===== src/rtl/rggen_rtl_pkg.sv =====
// Shared encodings and helpers for the register access protocol.
// Access bit0 is the write flag; status codes follow the bus response encoding.
package rggen_rtl_pkg;

  localparam logic [1:0] RGGEN_READ   = 2'b10;
  localparam logic [1:0] RGGEN_WRITE  = 2'b11;

  localparam logic [1:0] RGGEN_OKAY   = 2'b00;
  localparam logic [1:0] RGGEN_SLVERR = 2'b10;
  localparam logic [1:0] RGGEN_DECERR = 2'b11;

  typedef logic [1:0] rggen_status_t;

  function automatic int clog2(input int value);
    int result;
    result = 0;
    while ((1 << result) < value) begin
      result++;
    end
    return result;
  endfunction

endpackage


===== src/rtl/rggen_register_response_mux.sv =====
// Masked OR-reduction of per-register ready/status/read data; purely combinational.
// Only slots that are both active and ready contribute; overlapping matches are OR-combined.
module rggen_register_response_mux
  import rggen_rtl_pkg::*;
#(
  parameter int BUS_WIDTH = 32,
  parameter int REGISTERS = 1
)(
  input  logic [REGISTERS-1:0]           register_active,
  input  logic [REGISTERS-1:0]           register_ready,
  input  logic [2*REGISTERS-1:0]         register_status,
  input  logic [BUS_WIDTH*REGISTERS-1:0] register_read_data,
  output logic                           any_active,
  output logic                           hit,
  output rggen_status_t                  response_status,
  output logic [BUS_WIDTH-1:0]           response_read_data
);

  logic [REGISTERS-1:0] mask;

  assign mask       = register_active & register_ready;
  assign any_active = |register_active;
  assign hit        = |mask;

  always_comb begin
    response_status    = '0;
    response_read_data = '0;
    for (int i = 0; i < REGISTERS; i++) begin
      if (mask[i]) begin
        response_status    = response_status | register_status[2*i+:2];
        response_read_data = response_read_data | register_read_data[BUS_WIDTH*i+:BUS_WIDTH];
      end
    end
  end

endmodule


===== src/rtl/rggen_register_access_controller.sv =====
// Bus-side initiator: latches one bus request, broadcasts it to the registers, returns one response.
// Read hit on the first BUSY cycle responds 2 cycles after valid; bus is ignored until the response.
module rggen_register_access_controller
  import rggen_rtl_pkg::*;
#(
  parameter int ADDRESS_WIDTH = 8,
  parameter int BUS_WIDTH     = 32,
  parameter int REGISTERS     = 1,
  parameter bit ERROR_STATUS  = 1'b0,
  parameter int WAIT_LIMIT    = 0
)(
  input  logic                           i_clk,
  input  logic                           i_rst_n,
  input  logic                           i_bus_valid,
  input  logic [1:0]                     i_bus_access,
  input  logic [ADDRESS_WIDTH-1:0]       i_bus_address,
  input  logic [BUS_WIDTH-1:0]           i_bus_write_data,
  input  logic [BUS_WIDTH/8-1:0]         i_bus_strobe,
  output logic                           o_bus_ready,
  output logic [1:0]                     o_bus_status,
  output logic [BUS_WIDTH-1:0]           o_bus_read_data,
  output logic                           o_register_valid,
  output logic [1:0]                     o_register_access,
  output logic [ADDRESS_WIDTH-1:0]       o_register_address,
  output logic [BUS_WIDTH-1:0]           o_register_write_data,
  output logic [BUS_WIDTH/8-1:0]         o_register_strobe,
  input  logic [REGISTERS-1:0]           i_register_active,
  input  logic [REGISTERS-1:0]           i_register_ready,
  input  logic [2*REGISTERS-1:0]         i_register_status,
  input  logic [BUS_WIDTH*REGISTERS-1:0] i_register_read_data
);

  localparam logic [1:0] IDLE    = 2'd0;
  localparam logic [1:0] BUSY    = 2'd1;
  localparam logic [1:0] RESPOND = 2'd2;

  // A 1-bit counter is kept when the timeout is disabled so the declaration stays legal.
  localparam int                       COUNTER_WIDTH = (WAIT_LIMIT == 0) ? 1 : clog2(WAIT_LIMIT + 1);
  localparam logic [COUNTER_WIDTH-1:0] WAIT_LAST     = COUNTER_WIDTH'(WAIT_LIMIT - 1);
  localparam logic [1:0]               NO_MATCH      = ERROR_STATUS ? RGGEN_DECERR : RGGEN_OKAY;

  logic [1:0]               state;
  logic [COUNTER_WIDTH-1:0] wait_count;
  logic                     any_active;
  logic                     hit;
  rggen_status_t            mux_status;
  logic [BUS_WIDTH-1:0]     mux_read_data;
  logic                     timeout;

  rggen_register_response_mux #(
    .BUS_WIDTH (BUS_WIDTH),
    .REGISTERS (REGISTERS)
  ) u_response_mux (
    .register_active    (i_register_active),
    .register_ready     (i_register_ready),
    .register_status    (i_register_status),
    .register_read_data (i_register_read_data),
    .any_active         (any_active),
    .hit                (hit),
    .response_status    (mux_status),
    .response_read_data (mux_read_data)
  );

  assign timeout = (WAIT_LIMIT != 0) && (wait_count == WAIT_LAST);

  always_ff @(posedge i_clk or negedge i_rst_n) begin
    if (!i_rst_n) begin
      state                 <= IDLE;
      wait_count            <= '0;
      o_bus_ready           <= 1'b0;
      o_bus_status          <= '0;
      o_bus_read_data       <= '0;
      o_register_valid      <= 1'b0;
      o_register_access     <= '0;
      o_register_address    <= '0;
      o_register_write_data <= '0;
      o_register_strobe     <= '0;
    end else begin
      case (state)
        IDLE: begin
          if (i_bus_valid) begin
            state                 <= BUSY;
            wait_count            <= '0;
            o_register_valid      <= 1'b1;
            o_register_access     <= i_bus_access;
            o_register_address    <= i_bus_address;
            o_register_write_data <= i_bus_write_data;
            o_register_strobe     <= i_bus_strobe;
          end
        end
        BUSY: begin
          if (!any_active) begin
            state            <= RESPOND;
            o_register_valid <= 1'b0;
            o_bus_ready      <= 1'b1;
            o_bus_status     <= NO_MATCH;
            o_bus_read_data  <= '0;
          end else if (hit) begin
            state            <= RESPOND;
            o_register_valid <= 1'b0;
            o_bus_ready      <= 1'b1;
            o_bus_status     <= mux_status;
            o_bus_read_data  <= o_register_access[0] ? '0 : mux_read_data;
          end else if (timeout) begin
            state            <= RESPOND;
            o_register_valid <= 1'b0;
            o_bus_ready      <= 1'b1;
            o_bus_status     <= RGGEN_SLVERR;
            o_bus_read_data  <= '0;
          end else if (wait_count != '1) begin
            wait_count <= wait_count + 1'b1;
          end
        end
        RESPOND: begin
          state           <= IDLE;
          o_bus_ready     <= 1'b0;
          o_bus_status    <= '0;
          o_bus_read_data <= '0;
        end
        default: begin
          state <= IDLE;
        end
      endcase
    end
  end

endmodule

===== config.mk =====
export PLATFORM = sky130hd
export DESIGN_NAME = rggen_register_access_controller
export DESIGN_NICKNAME = d
export VERILOG_FILES = /design/src/rtl/rggen_rtl_pkg.sv /design/src/rtl/rggen_register_response_mux.sv /design/src/rtl/rggen_register_access_controller.sv
export SDC_FILE = /design/constraint.sdc
export NUM_CORES = 1
export LEC_CHECK = 0
export BUFFER_PORTS_ARGS = -buffer_cell sky130_fd_sc_hd__buf_2
export CORE_MARGIN = 2
export CORE_UTILIZATION = 50
export CTS_BUF_LIST = sky130_fd_sc_hd__clkbuf_8
export DETAILED_ROUTE_END_ITERATION = 6
export GPL_TIMING_DRIVEN = 1
export PLACE_DENSITY = 0.85
export SYNTH_ARGS = -nofsm -noshare
export SYNTH_HDL_FRONTEND = slang
export SYNTH_SLANG_ARGS = --single-unit

===== constraint.sdc =====
create_clock -name i_clk -period 2.9 [get_ports i_clk]
set_clock_uncertainty 0.2 [all_clocks]
set_input_delay 0.145 -clock i_clk [delete_from_list [all_inputs] [get_ports i_clk]]
set_output_delay 0.145 -clock i_clk [all_outputs]
set_load 0.02 [all_outputs]

==> results.md <==
* Sequence of cells on the critical path: dlygate4sd3_1 -> buf_2 -> nor2b_1 -> o21ba_2 -> a32o_1 -> dlygate4sd3_1
* Final period util at 86.76%
* Root Driver: clkbuf_8
* Slew @ Worst Pin at 1044 ps
* Final min period at 2516 ps
* Routed wire length at 9180 um
* GP Congestion at 0.7419
* Initial antenna violation count at 0
* Most common cell after layout, fill and taps aside: buf_2
* CP Launch Type: primary input
* WS Path Type: primary input to register
* Rows at 28
* Setup Fix Bufs, Post-CTS at 0
* Routed len/inst at 17.49 um
* Final-stage net count at 530
* DRC viols at 0
* DR vias at 2685
* Sum of buffers and inverters on the critical path at 3
* Post-route ant nets at 0
* Post-synthesis cell count at 193
* Initial core utilization at 52.05%
* First-pass GRT wire length at 15080 um
* Clk_lat worst skew at 340 ps
* Largest net degree at the start of global routing at 85
* Synth cell types at 21
* Hold Crit Start: i_register_active
* CP peak stage delay at 640 ps
* DR iter-0 viols at 83
* P_leak at 2.581 nW
* IO Pins at 167
* N_diodes at 0
* Outcome: complete, no violations
* Number of global-route vias before repair at 2883
* Worst hold slack at 116.3 ps
* Final setup viols at 0
* Worst setup path startpoint: i_register_ready
* PortBufs at 166
* Final core occ at 84.50%
* First-pass detailed-route iteration total at 4
* DP HPWL at 4935 um
* Clk sinks at 84
* CP endpoint kind: register
* CP required at 2980 ps
* Fmax at 397.5 MHz
* Die Y at 82.97 um
* Max cap viols at 0
* Launching point of the worst reg2reg path: state[0]
* Yosys Warn Count at 0
* Core area at 0.005991 mm^2
* Min-delay worst type: primary input to register
* Total Power at 0.003705 W
* CTS H-tree depth at 3
* Top Family by Delay on Critical Path: buffers and inverters
* Synthesized area at 0.003118 mm^2
* Clock transition at path regs at 80 ps
* CP max-delay cell: o21ba_2
* Cell Area, Placed at 0.003995 mm^2
* Most frequent cells in the layout: buf_2, dlygate4sd3_1, dfrtp_1
* CTS Buffer Depth at 2
* Relative slew slack at 30.38%
* Data arrival time of the critical path at 2590 ps
* Worst Path Max Fanout at 33
* GRT overflow at 0
* Most frequent CP cell: dlygate4sd3_1
* Power Density at 732.0 mW/mm^2
* Total GRT Usage at 27.86%
* Yosys reg bits at 84
* Vias per cell at 5.114
* Setup TNS at 0 ps
* Sequential area share after synthesis at 67.42%
* Die ar. at 0.006884 mm^2
* Die width at 82.97 um
* Hold Vio Cnt, Final at 0
* Area delta synth->final at 62.36%
* Final instance area at 0.005062 mm^2
* CTS tree: built
* Mean post-synth cell area at 16.16 um^2
* Syn nets at 278
* Fraction of layout cells with a size suffix above 1 at 41.56%
* Count of final max-slew check failures at 0
* RSZ-0062 raised after global routing: false
* TritonCTS buffer count at 9
* Maximum vdd drop at 491.4 uV
==> power breakdown <==
part / switching, W / internal [W]
clock: 0.000404 / 0.000502
sequential: 0.000155 / 0.00144
combinational: 0.000706 / 0.000494
total: 0.00127 / 0.00244
==> worst register-to-register path, cell delays in order (launching register included) <==
cell and delay (ps):
dfrtp_1 500, nor2b_1 110, o21ba_2 690, a32o_1 220, dlygate4sd3_1 550
==> sequential cells by signal, summed over array words and instances (netlist names), 2 cells and up <==
name / cells
o_bus_read_data: 32
o_register_access: 2
o_register_write_data: 32
o_bus_status: 2
state: 2
o_register_strobe: 4
o_register_address: 8
==> repair_timing <==
action | in CTS | in global routing
resized for setup | 0 | 1
hold endpoints to repair | 166 | 0
hold buffers | 85 | 0
setup endpoints to repair | 0 | 1
==> per-layer routing <==
metal,part of all wire [%],track usage [%]
met2,53,49.34
met1,38,31.84
met3,5.3,6.362
met4,3.4,13.11
met5,0,0
==> through the flow <==
| step | setup slack [ps] | instances |
|---|---|---|
| finish | 384.1 | 525 |
| global route | 278.4 | 525 |
| global placement | 837.8 | 424 |
| floorplan | 1213 | 193 |
| detailed placement | 762.0 | 424 |
| CTS | 121.4 | 525 |
==> cell usage after synthesis <==
| library cell | n | area [um^2] |
|---|---|---|
| dfrtp_1 | 84 | 2102 |
| mux2_1 | 46 | 518.0 |
| a22o_1 | 32 | 280.3 |
| buf_2 | 5 | 25.02 |
| buf_4 | 4 | 30.03 |
| buf_6 | 3 | 33.78 |
| nor2b_1 | 3 | 18.77 |
| nor2_1 | 2 | 7.510 |
| o21ai_0 | 2 | 10.01 |
| a32o_1 | 1 | 10.01 |
| a41oi_1 | 1 | 8.760 |
| inv_1 | 1 | 3.750 |
| mux2i_1 | 1 | 10.01 |
| nand2_1 | 1 | 3.750 |
| nand2b_1 | 1 | 6.260 |
| nand2b_2 | 1 | 8.760 |
| nor3_2 | 1 | 10.01 |
| nor3b_1 | 1 | 7.510 |
| o211ai_1 | 1 | 7.510 |
| o21ba_1 | 1 | 10.01 |
| o22ai_1 | 1 | 6.260 |
==> path summary, 6_finish.rpt <==
path	end	slack (ps)	cells past startpoint
worst min register to register	o_register_write_data[9]	280	1
worst max-delay path	o_bus_status[0]	380	6
worst max register to register	o_bus_status[0]	580	4
max in group asynchronous	o_bus_read_data[12]	1490	2
min in group asynchronous	o_register_write_data[6]	330	2
worst min-delay path	o_bus_ready	120	3
==> cells by family (layout without fill, tap and decap cells) <==
group / Yosys count / count (layout) / share of synthesized area, %
multiplexers: 47 / 47 / 16.93
AND/OR/NAND/NOR: 10 / 10 / 2.007
flip-flops: 84 / 84 / 67.42
buffers and inverters: 13 / 270 / 2.969
AO/OA/AOI/OAI: 39 / 39 / 10.67
==> cell type report <==
type / instances / area [um^2]
repair buffers: 253 / 1712
clock buffers: 10 / 137.6
inverters: 1 / 3.754
multi-input cells: 96 / 934.6
clock inverters: 6 / 78.83
well taps: 75 / 93.84
flip-flops and latches: 84 / 2102
fillers: 307 / 928.4
No activity file was read; power rests on OpenSTA's default activity.
